--- config.mk ---
export PLATFORM = sky130hd
export DESIGN_NAME = sys_bus_reg_resp_flat
export DESIGN_NICKNAME = d
export VERILOG_FILES = /design/src/rtl/sys_bus_reg_resp_if.sv /design/src/rtl/sys_bus_reg_resp.sv /design/src/flat_wrapper.sv
export SDC_FILE = /design/constraint.sdc
export NUM_CORES = 1
export LEC_CHECK = 0
export ABC_AREA = 1
export CAP_MARGIN = 20
export CELL_PAD_IN_SITES_DETAIL_PLACEMENT = 1
export CELL_PAD_IN_SITES_GLOBAL_PLACEMENT = 1
export CORE_ASPECT_RATIO = 1.4
export CORE_MARGIN = 2
export CORE_UTILIZATION = 30
export CTS_CLUSTER_SIZE = 14
export DETAILED_ROUTE_END_ITERATION = 8
export PLACE_DENSITY_LB_ADDON = 0.1
export SLEW_MARGIN = 20
export SYNTH_ARGS = -nofsm -noshare
export SYNTH_HDL_FRONTEND = slang
export SYNTH_SLANG_ARGS = --single-unit
--- constraint.sdc ---
create_clock -name clk -period 3.2 [get_ports clk]
set_clock_uncertainty 0.2 [all_clocks]
set_input_delay 0.64 -clock clk [delete_from_list [all_inputs] [get_ports clk]]
set_output_delay 0.64 -clock clk [all_outputs]
set_load 0.02 [all_outputs]
--- src/rtl/sys_bus_reg_resp_if.sv ---
// ----------------------------------------------------------------------------
// sys_bus_reg_resp_if
// Simple register bus between a bus master and the sys_bus_reg_resp slave.
//   addr  [31:0]  bus address (slave decodes only the low AW bits)
//   wdata [31:0]  write data, qualified by wen
//   wen           single-cycle write request
//   ren           single-cycle read request
//   rdata [31:0]  read data, valid only while ack=1
//   err           error response, valid only while ack=1
//   ack           single-cycle transfer completion
// ----------------------------------------------------------------------------
interface sys_bus_reg_resp_if;
   logic [31:0] addr;
   logic [31:0] wdata;
   logic        wen;
   logic        ren;
   logic [31:0] rdata;
   logic        err;
   logic        ack;

   modport master (
      output addr, wdata, wen, ren,
      input  rdata, err, ack
   );

   modport slave (
      input  addr, wdata, wen, ren,
      output rdata, err, ack
   );
endinterface

--- src/rtl/sys_bus_reg_resp.sv ---
// ----------------------------------------------------------------------------
// sys_bus_reg_resp
// Bank of NR 32-bit control registers plus one status register on a simple
// request/acknowledge bus. Writes complete one cycle after wen, reads RL cycles
// after ren. Requests arriving while a transfer is in flight are dropped and
// latched in a sticky overflow flag, readable/clearable at offset NR*4.
//
// Optional feature (macro SYS_BUS_REG_RESP_SHADOW_EN):
//   defined   : bus writes land in shadow registers; upd_i copies all shadows
//               to the live outputs (a same-cycle write bypasses to live).
//   undefined : no shadow storage; writes update reg_o directly, upd_i ignored.
//
// Ports:
//   clk            system bus clock
//   rstn           asynchronous active-low reset
//   bus            sys_bus_reg_resp_if.slave (addr, wdata, wen, ren, rdata, err, ack)
//   upd_i          shadow-to-live update strobe
//   reg_o [NR*32]  live register values, register k at bits [32k+31:32k]
//   ovf_o          sticky dropped-request flag
// ----------------------------------------------------------------------------
module sys_bus_reg_resp #(
   parameter int unsigned      AW      = 20,
   parameter int unsigned      NR      = 16,
   parameter int unsigned      RL      = 2,
   parameter logic [NR*32-1:0] RST_VAL = '0
) (
   input  logic                 clk,
   input  logic                 rstn,
   sys_bus_reg_resp_if.slave    bus,
   input  logic                 upd_i,
   output logic [NR*32-1:0]     reg_o,
   output logic                 ovf_o
);

   localparam int unsigned LW       = $clog2(NR);
   localparam logic [1:0]  CNT_INIT = (RL > 1) ? 2'(RL - 2) : 2'd0;

   typedef enum logic [1:0] {
      ST_IDLE,
      ST_RD_WAIT,
      ST_ACK
   } state_t;

   state_t          r_state;
   state_t          w_state_nxt;
   logic [1:0]      r_cnt;
   logic [1:0]      w_cnt_nxt;

   // Transfer captured at the request edge, presented during ACK
   logic            r_rd;
   logic            r_err;
   logic            r_stat;
   logic [LW-1:0]   r_idx;
   logic            r_ovf;

   logic [AW-1:0]   w_off;
   logic [LW-1:0]   w_idx;
   logic            w_in_regs;
   logic            w_is_stat;
   logic            w_mapped;
   logic            w_idle;
   logic            w_wr_acc;
   logic            w_rd_acc;
   logic            w_drop;
   logic            w_wr_reg;
   logic            w_wr_clr;
   logic [31:0]     w_rd_src;
   logic            w_unused_addr;

   // ---------------------------------------------------------------- decode
   assign w_off         = bus.addr[AW-1:0];
   assign w_idx         = bus.addr[LW+1:2];
   // Register window: aligned and every offset bit above the index is zero
   assign w_in_regs     = (w_off[1:0] == 2'b00) && ((w_off >> (LW + 2)) == '0);
   assign w_is_stat     = (w_off == AW'(NR * 4));
   assign w_mapped      = w_in_regs || w_is_stat;
   // Address bits above the window are intentionally ignored
   assign w_unused_addr = ^bus.addr;

   // ------------------------------------------------------------- handshake
   assign w_idle   = (r_state == ST_IDLE);
   assign w_wr_acc = w_idle && bus.wen;
   assign w_rd_acc = w_idle && bus.ren && !bus.wen;
   // Write wins a simultaneous write/read; anything arriving while busy is lost
   assign w_drop   = (w_idle && bus.wen && bus.ren) || (!w_idle && (bus.wen || bus.ren));
   assign w_wr_reg = w_wr_acc && w_in_regs;
   assign w_wr_clr = w_wr_acc && w_is_stat && bus.wdata[0];

   // ------------------------------------------------------------------- FSM
   always_ff @(posedge clk or negedge rstn) begin
      if (!rstn) begin
         r_state <= ST_IDLE;
         r_cnt   <= 2'd0;
      end else begin
         r_state <= w_state_nxt;
         r_cnt   <= w_cnt_nxt;
      end
   end

   always_comb begin
      w_state_nxt = r_state;
      w_cnt_nxt   = r_cnt;
      unique case (r_state)
         ST_IDLE: begin
            if (bus.wen) begin
               w_state_nxt = ST_ACK;
            end else if (bus.ren) begin
               if (RL == 1) begin
                  w_state_nxt = ST_ACK;
               end else begin
                  w_state_nxt = ST_RD_WAIT;
                  w_cnt_nxt   = CNT_INIT;
               end
            end
         end
         ST_RD_WAIT: begin
            if (r_cnt == 2'd0) begin
               w_state_nxt = ST_ACK;
            end else begin
               w_cnt_nxt = r_cnt - 2'd1;
            end
         end
         ST_ACK: begin
            w_state_nxt = ST_IDLE;
         end
         default: begin
            w_state_nxt = ST_IDLE;
         end
      endcase
   end

   // ------------------------------------------------------- transfer capture
   always_ff @(posedge clk or negedge rstn) begin
      if (!rstn) begin
         r_rd   <= 1'b0;
         r_err  <= 1'b0;
         r_stat <= 1'b0;
         r_idx  <= '0;
      end else if (w_wr_acc) begin
         r_rd   <= 1'b0;
         r_err  <= !w_mapped;
         r_stat <= 1'b0;
      end else if (w_rd_acc) begin
         r_rd   <= 1'b1;
         r_err  <= !w_mapped;
         r_stat <= w_is_stat;
         r_idx  <= w_idx;
      end
   end

   // A dropped request in the same edge overrides a status clear
   always_ff @(posedge clk or negedge rstn) begin
      if (!rstn) begin
         r_ovf <= 1'b0;
      end else if (w_drop) begin
         r_ovf <= 1'b1;
      end else if (w_wr_clr) begin
         r_ovf <= 1'b0;
      end
   end

   // --------------------------------------------------------------- storage
`ifdef SYS_BUS_REG_RESP_SHADOW_EN
   logic [NR*32-1:0] r_shadow;
   logic [NR*32-1:0] r_live;

   always_ff @(posedge clk or negedge rstn) begin
      if (!rstn) begin
         r_shadow <= RST_VAL;
         r_live   <= RST_VAL;
      end else begin
         if (w_wr_reg) begin
            r_shadow[w_idx*32 +: 32] <= bus.wdata;
         end
         if (upd_i) begin
            r_live <= r_shadow;
            // Same-edge write bypasses the shadow into the live copy
            if (w_wr_reg) begin
               r_live[w_idx*32 +: 32] <= bus.wdata;
            end
         end
      end
   end

   assign w_rd_src = r_shadow[r_idx*32 +: 32];
`else
   logic [NR*32-1:0] r_live;
   logic             w_unused_upd;

   assign w_unused_upd = upd_i;

   always_ff @(posedge clk or negedge rstn) begin
      if (!rstn) begin
         r_live <= RST_VAL;
      end else if (w_wr_reg) begin
         r_live[w_idx*32 +: 32] <= bus.wdata;
      end
   end

   assign w_rd_src = r_live[r_idx*32 +: 32];
`endif

   // --------------------------------------------------------------- outputs
   // Read data is sampled from storage during the ACK cycle itself
   assign bus.ack = (r_state == ST_ACK);
   assign bus.err = bus.ack && r_err;

   always_comb begin
      bus.rdata = '0;
      if (bus.ack && r_rd && !r_err) begin
         bus.rdata = r_stat ? {31'b0, r_ovf} : w_rd_src;
      end
   end

   assign reg_o = r_live;
   assign ovf_o = r_ovf;

endmodule

--- src/flat_wrapper.sv ---
// flat-port wrapper written by rule: the top's interface ports become plain ports
module sys_bus_reg_resp_flat 
#(
   parameter int unsigned      AW      = 20,
   parameter int unsigned      NR      = 16,
   parameter int unsigned      RL      = 2,
   parameter logic [NR*32-1:0] RST_VAL = '0
)
  (clk, rstn, upd_i, reg_o, ovf_o, bus_addr, bus_wdata, bus_wen, bus_ren, bus_rdata, bus_err, bus_ack);
  sys_bus_reg_resp_if bus_i ();
  input  logic clk;
  input  logic rstn;
  input  logic upd_i;
  output logic [NR*32-1:0] reg_o;
  output logic ovf_o;
  input wire logic [$bits(bus_i.addr)-1:0] bus_addr;
  input wire logic [$bits(bus_i.wdata)-1:0] bus_wdata;
  input wire logic [$bits(bus_i.wen)-1:0] bus_wen;
  input wire logic [$bits(bus_i.ren)-1:0] bus_ren;
  output wire logic [$bits(bus_i.rdata)-1:0] bus_rdata;
  output wire logic [$bits(bus_i.err)-1:0] bus_err;
  output wire logic [$bits(bus_i.ack)-1:0] bus_ack;
  assign bus_i.addr = bus_addr;
  assign bus_i.wdata = bus_wdata;
  assign bus_i.wen = bus_wen;
  assign bus_i.ren = bus_ren;
  assign bus_rdata = bus_i.rdata;
  assign bus_err = bus_i.err;
  assign bus_ack = bus_i.ack;
  sys_bus_reg_resp #(.AW(AW), .NR(NR), .RL(RL), .RST_VAL(RST_VAL)) u_core (.clk(clk), .rstn(rstn), .bus(bus_i), .upd_i(upd_i), .reg_o(reg_o), .ovf_o(ovf_o));
endmodule
==> results.txt, run 1 <==
----------------------------------------------------
[Placed design]
  Place WS ... -0.174 ns
  HPWL reported at the end of detailed placement ... 137000 um
  Total of buffers placed on input and output ports ... 602
  Routability congestion estimate from global placement ... 0.938

[Setup path]
  Max Fanout on Critical Path ... 46
  Type of element capturing the critical path ... output port
  Cell with the largest stage delay on the worst path ... dfrtp_4
  Maximum single-stage delay on the critical path ... 0.55 ns
  Worst path cell trace ... buf_4, buf_16, o21ai_1, nand3_1, nand2_1, nand2_1, nand2_1, nor2_1, buf_4, buf_4
  Kind of start point of the critical path ... flip-flop
  Path type of the worst setup path ... reg2out
  CP Data Required Time ... 2.36 ns
  Arrival time of the worst setup path ... 2.75 ns

[Drt]
  Aggregate routed wire length ... 184000 um
  Detailed-routing iteration count for the pre-antenna-repair pass ... 6
  Number of DRC markers after the initial detailed-route iteration ... 2638
  DRC errors left ... 0
  Via count ... 34850
  Wirelength per Cell ... 28.9 um
  Antenna Nets Post-Route ... 0
  Average via count per standard cell ... 5.48

[Yosys]
  Cells after synthesis ... 4358
  Flip-flop and latch count after synthesis ... 524
  Async set or reset register ratio after synthesis ... 100%
  Top cell types by occurrence after synthesis ... 1211 x nand2_1, 630 x nand3_1, 549 x nor2_1
  Mean post-synth cell area ... 6.93 um^2
  Top FF cell, synth ... dfrtp_1
  Synthesized net count ... 4430
  Area share of the leading cell type in the synthesized netlist ... 43.4%
  Cell type with the largest total area after synthesis ... dfrtp_1
  Number of warnings printed during yosys synthesis ... 0
  Number of enable-type register cells in the synthesized netlist ... 0
  Post-Synthesis Cell Area ... 30200 um^2
  Top post-synthesis cells by area ... dfrtp_1 43%, nand2_1 15%, nand3_1 10%
  Count leader, synth ... nand2_1
  Yosys cell types ... 24
  Part of the Yosys area used for sequential elements ... 43.4%

[Timing]
  Total negative setup slack ... -8.42 ns
  Final Hold Fails ... 0
  Final Setup Violations ... 32
  Peak Freq ... 279 MHz
  Transition time at the pin with the least slew margin ... 0.730 ns
  Worst relative slew slack ... 51.4%
  Fraction of the cycle the final worst path needs ... 112%
  Number of pins with negative max-slew slack in the final report ... 0
  RSZ-0062 raised after global routing ... true
  Final setup slack of the worst path ... -0.385 ns
  Clock period minus final worst setup slack ... 3.59 ns

[Floorplan]
  Core area ... 99800 um^2
  Cell Rows ... 137
  Initial cell density of the core ... 30.3%
  Die X ... 272 um
  Die H ... 379 um
  Top-level I/O count ... 616
  Die area ... 103000 um^2

[Power and ir drop]
  Power Dens Cells ... 584 nW/um^2
  Max rail drop VDD ... 0.449 mV
  Leakage dissipation ... 20.3 nW

[GRT]
  Wire length of the first global-routing pass ... 259000 um
  Overflow left after global routing ... 0
  Largest net degree at the start of global routing ... 100
  Overall global routing resource usage ... 34.8%
  Number of global-route vias before repair ... 35616
  Number of antenna violations at the first check in global routing ... 9

[CTS]
  Total CTS buffers ... 61
  Clock tree from TritonCTS ... done
  Sink Count ... 524
  Number of H-tree levels ... 2
  Clock latency of the later-clocked register in the worst-skew pair ... 0.67 ns
  CTS root buffer ... clkbuf_16
  Maximum clock path buffer count ... 3
  Clock transition at path regs ... 0.07 ns

[Finish]
  Layout cells sized above 1 ... 11.7%
  Final Net Count ... 5058
  Growth of design area from synthesis to finish ... 40.9%

[Hold path]
  Min-delay worst type ... reg2reg

[Outcome]
  Run status ... finished with violations
  Violated checks ... negative setup slack

[Job]
  Max capacitance violation total ... 0

----------------------------------------------------
cells in the final DEF, fill, tap and decap left out, types with 23 or more instances in the layout:
master              n
dfrtp_1           521
nor2_2             31
o21ai_2            23
clkbuf_8           23
buf_4             273
buf_12             88
clkdlybuf4s50_1   568
clkbuf_16          64
nor2_1            522
nand4_1            76
a21oi_1            30
inv_1             118
o211ai_1           61
o21ai_1            52
o21ai_0           250
nor3_1            318
nand3b_1           76
nand2_1          1207
nand3_1           630
registers in the layout, indices dropped and copies added, names as in the netlist:
name / count
u_core.ovf_o: 1
u_core.r_cnt: 2
u_core.r_err: 1
u_core.r_idx: 4
u_core.r_rd: 1
u_core.r_stat: 1
u_core.r_state: 2
u_core.reg_o: 512
metrics by stage:
step	cell area [um^2]	hold WS, ns	cells	utilization (%)	power [W]
finish	42600	0.293	6358	42.7	0.0248
global route	42600	0.316	6357	42.7	0.0258
CTS	42400	0.293	6353	42.5	0.0248
detailed placement	39900	0.278	6230	40.0	0.0165
global placement	39900	0.275	6230	40.0	0.0165
floorplan	30200	0.144	4358	-	0.0115
cell type report:
class / count / area (um^2)
multi-input cells: 3299 / 15100
flip-flops and latches: 524 / 13100
fillers: 12305 / 57200
well taps: 1320 / 1650
inverters: 133 / 534
diodes: 1 / 2.50
clock buffers: 99 / 1940
clock inverters: 15 / 179
repair inverters: 2 / 17.5
repair buffers: 965 / 10100
cells by family (layout without fill, tap and decap cells):
family | Yosys count | after routing | synth area share [%]
and+or+nand+nor | 2877 | 2877 | 41.5
buffers and inverters | 535 | 1214 | 7.51
DFF | 524 | 524 | 43.4
other | 0 | 1 | 0
AOI/OAI and AO/OA | 419 | 419 | 7.45
adders and majority gates | 3 | 3 | 0.124
layer usage:
layer	routed length, um	part of all wire, %	up-vias	track usage, %
met5	74	0.040	-	0
met4	16800	9.1	12	26.4
met3	10200	5.5	420	5.45
met2	90700	49	1306	61.0
met1	66000	36	17451	37.9
li1	-	-	15661	-
where the power goes:
| part | total (W) | switching, W | internal, W |
|---|---|---|---|
| registers | 0.00676 | 0.0000750 | 0.00669 |
| clock network | 0.00760 | 0.00317 | 0.00443 |
| logic | 0.0105 | 0.00676 | 0.00372 |
final timing paths:
path                                   startpoint                end  slack, ns  cells after the start
min in group asynchronous                    rstn  u_core.reg_o[346]       0.39                      2
worst max-delay path              u_core.r_idx[0]      bus_rdata[14]      -0.39                     10
worst min-delay path            u_core.reg_o[112]  u_core.reg_o[112]       0.29                      2
max in group asynchronous                    rstn  u_core.reg_o[440]       1.58                      3
worst min register to register  u_core.reg_o[112]  u_core.reg_o[112]       0.29                      2
worst max register to register  u_core.r_state[0]  u_core.reg_o[259]       0.75                      9
worst max-delay path: cells and delay by family, from the launching register on:
kind	cells	cell delay, ns
DFF	1	0.55
buffers and inverters	4	0.74
AOI/OAI and AO/OA	1	0.36
and+or+nand+nor	5	0.40
what timing repair did:
action                                  CTS  global route
pin swaps                                 7             4
hold endpoints to repair                 34             0
gates cloned                              6             2
gates resized for setup                 218            38
hold buffers                              1             0
endpoints found under the setup margin   32            32
setup buffers                             2             2
Note: power is estimated with default switching activity, not from simulation.
==> run 2, diff against run 1 <==
- clock period: 3.2 -> 3.3 ns (I/O delays scaled with it)
==> results.txt, run 2 (synthesis gave the netlist of run 1 again) <==
----------------------------------------------------
[Finish]
  Leading cell type in the layout, fill and taps excluded ... nand2_1
  Fillers ... 12157
  Number of flip-flops under the largest register name ... 512
  Layout cells sized above 1 ... 13.4%
  Final Net Count ... 5044
  Growth of design area from synthesis to finish ... 42.6%
  Top library cells by usage in the layout, fill and taps aside ... 1195 x nand2_1, 607 x nand3_1, 568 x clkdlybuf4s50_1, 521 x dfrtp_1, 476 x nor2_1
  Final Util ... 43.2%

[Drt]
  Wirelength per Cell ... 29.4 um
  DRC errors left ... 0
  Via count ... 34842
  Antenna Nets Post-Route ... 0
  Number of DRC markers after the initial detailed-route iteration ... 2373
  Aggregate routed wire length ... 186000 um
  Average via count per standard cell ... 5.50
  Detailed-routing iteration count for the pre-antenna-repair pass ... 5

[Setup path]
  Max Fanout on Critical Path ... 13
  Most repeated library cell on the critical path ... buf_4
  Arrival time of the worst setup path ... 2.71 ns
  CP Data Required Time ... 2.44 ns
  Maximum single-stage delay on the critical path ... 0.49 ns
  Cell with the largest stage delay on the worst path ... dfrtp_2
  Source of the worst register-to-register timing path ... u_core.r_state[0]
  Type of element capturing the critical path ... output port
  Capture point of the worst reg-to-reg path ... u_core.reg_o[293]
  Path type of the worst setup path ... reg2out
  Number of cells on the worst reg-to-reg path ... 9
  Worst path cell trace ... buf_4, inv_6, buf_4, o21ai_0, o211ai_1, a21oi_4, nor2_4, buf_6
  Kind of start point of the critical path ... flip-flop
  Worst reg-to-reg setup slack ... 0.99 ns

[Floorplan]
  Core area ... 99800 um^2
  Die H ... 379 um
  Die X ... 272 um
  Die area ... 103000 um^2
  Initial cell density of the core ... 30.3%
  Cell Rows ... 137
  Top-level I/O count ... 616

[GRT]
  Overflow left after global routing ... 0
  Overall global routing resource usage ... 35.2%
  Number of antenna violations at the first check in global routing ... 7
  Largest net degree at the start of global routing ... 99
  Wire length of the first global-routing pass ... 261000 um
  Number of global-route vias before repair ... 35716

[CTS]
  Maximum clock path buffer count ... 3
  Total CTS buffers ... 61
  Sink Count ... 524
  Clock latency of the later-clocked register in the worst-skew pair ... 0.66 ns
  CTS root buffer ... clkbuf_16
  Clock transition at path regs ... 0.07 ns
  Clock tree from TritonCTS ... done
  Number of H-tree levels ... 2

[Timing]
  Final Hold Fails ... 0
  Worst relative slew slack ... 40.7%
  Transition time at the pin with the least slew margin ... 0.889 ns
  Total negative setup slack ... -5.63 ns
  Final Setup Violations ... 32
  Final setup slack of the worst path ... -0.268 ns
  RSZ-0062 raised after global routing ... true
  Number of pins with negative max-slew slack in the final report ... 0
  Clock period minus final worst setup slack ... 3.57 ns
  Fraction of the cycle the final worst path needs ... 108%
  Peak Freq ... 280 MHz

[Placed design]
  HPWL reported at the end of detailed placement ... 136000 um
  Routability congestion estimate from global placement ... 0.949
  Total of buffers placed on input and output ports ... 602

[Job]
  Max capacitance violation total ... 0

[Hold path]
  Min-delay worst type ... in2async

[Power and ir drop]
  Total power of the final layout ... 0.0251 W
  Power Dens Cells ... 583 nW/um^2
  Leakage dissipation ... 20.4 nW
  Max rail drop VDD ... 0.464 mV

[Outcome]
  Run status ... finished with violations
  Violated checks ... negative setup slack

----------------------------------------------------
## run 2: cell count changes in the layout (fill, tap and decap cells not counted), moves of 12 or more
cell,before,now
o21ai_0,250,202
nor2_1,522,476
o21ai_1,52,83
buf_4,273,243
nor2_2,31,59
nand3_1,630,607
nand3_2,1,22
nor2_4,9,27
nand2_1,1207,1195
o21ai_2,23,35
## run 2: timing repair
action	CTS	global route
endpoints found under the setup margin	32	32
gates resized for setup	374	93
setup buffers	8	6
pin swaps	31	29
hold buffers	1	0
cloned	12	8
endpoints found under the hold margin	29	0
## run 2: worst max-delay path: cells and delay by family (launching register included)
| kind | cells | cell delay, ns |
|---|---|---|
| buffers and inverters | 4 | 0.71 |
| AO/OA/AOI/OAI | 3 | 0.61 |
| AND/OR/NAND/NOR | 1 | 0.23 |
| flip-flops | 1 | 0.49 |
## run 2: metrics by stage
stage / cells / setup WS [ns] / cell area (um^2) / hold slack, ns
finish: 6332 / -0.268 / 43000 / 0.277
global route: 6331 / -0.321 / 43000 / 0.315
CTS: 6317 / -0.268 / 42500 / 0.286
detailed placement: 6200 / -0.111 / 39600 / 0.282
global placement: 6200 / -0.148 / 39600 / 0.275
floorplan: 4358 / 0.271 / 30200 / 0.164
## run 2: final cells by class
class	instances	area (um^2)	area share [%]
clock inverters	8	140	0.326
repair inverters	3	28.8	0.0668
flip-flops and latches	524	13100	30.5
multi-input cells	3299	15600	36.2
repair buffers	950	10200	23.6
inverters	133	548	1.27
diodes	1	2.50	0.00581
clock buffers	94	1820	4.23
well taps	1320	1650	3.84
## run 2: per-layer routing
metal / part of all wire (%) / wire [um] / vias up / GRT usage, %
met5: 0.021 / 39 / - / 0
met4: 9.6 / 17900 / 6 / 28.0
met3: 5.7 / 10700 / 457 / 6.22
met2: 48 / 90200 / 1228 / 61.0
met1: 36 / 67300 / 17545 / 37.8
li1: - / - / 15606 / -
## run 2: power breakdown
part           switching, W  internal, W  total (W)
combinational       0.00722      0.00423     0.0114
sequential        0.0000569      0.00649    0.00654
clock               0.00307      0.00404    0.00711
total                0.0103       0.0148     0.0251
## run 2: worst max-delay path by stage
stage / to / start
after CTS: bus_rdata[1] / u_core.r_idx[0]
after global placement: bus_rdata[11] / u_core.r_idx[0]
final: bus_rdata[17] / u_core.r_idx[1]
after detailed placement: bus_rdata[11] / u_core.r_idx[0]
after global routing: bus_rdata[18] / u_core.r_idx[0]
after floorplan: u_core.reg_o[386] / bus_addr[2]
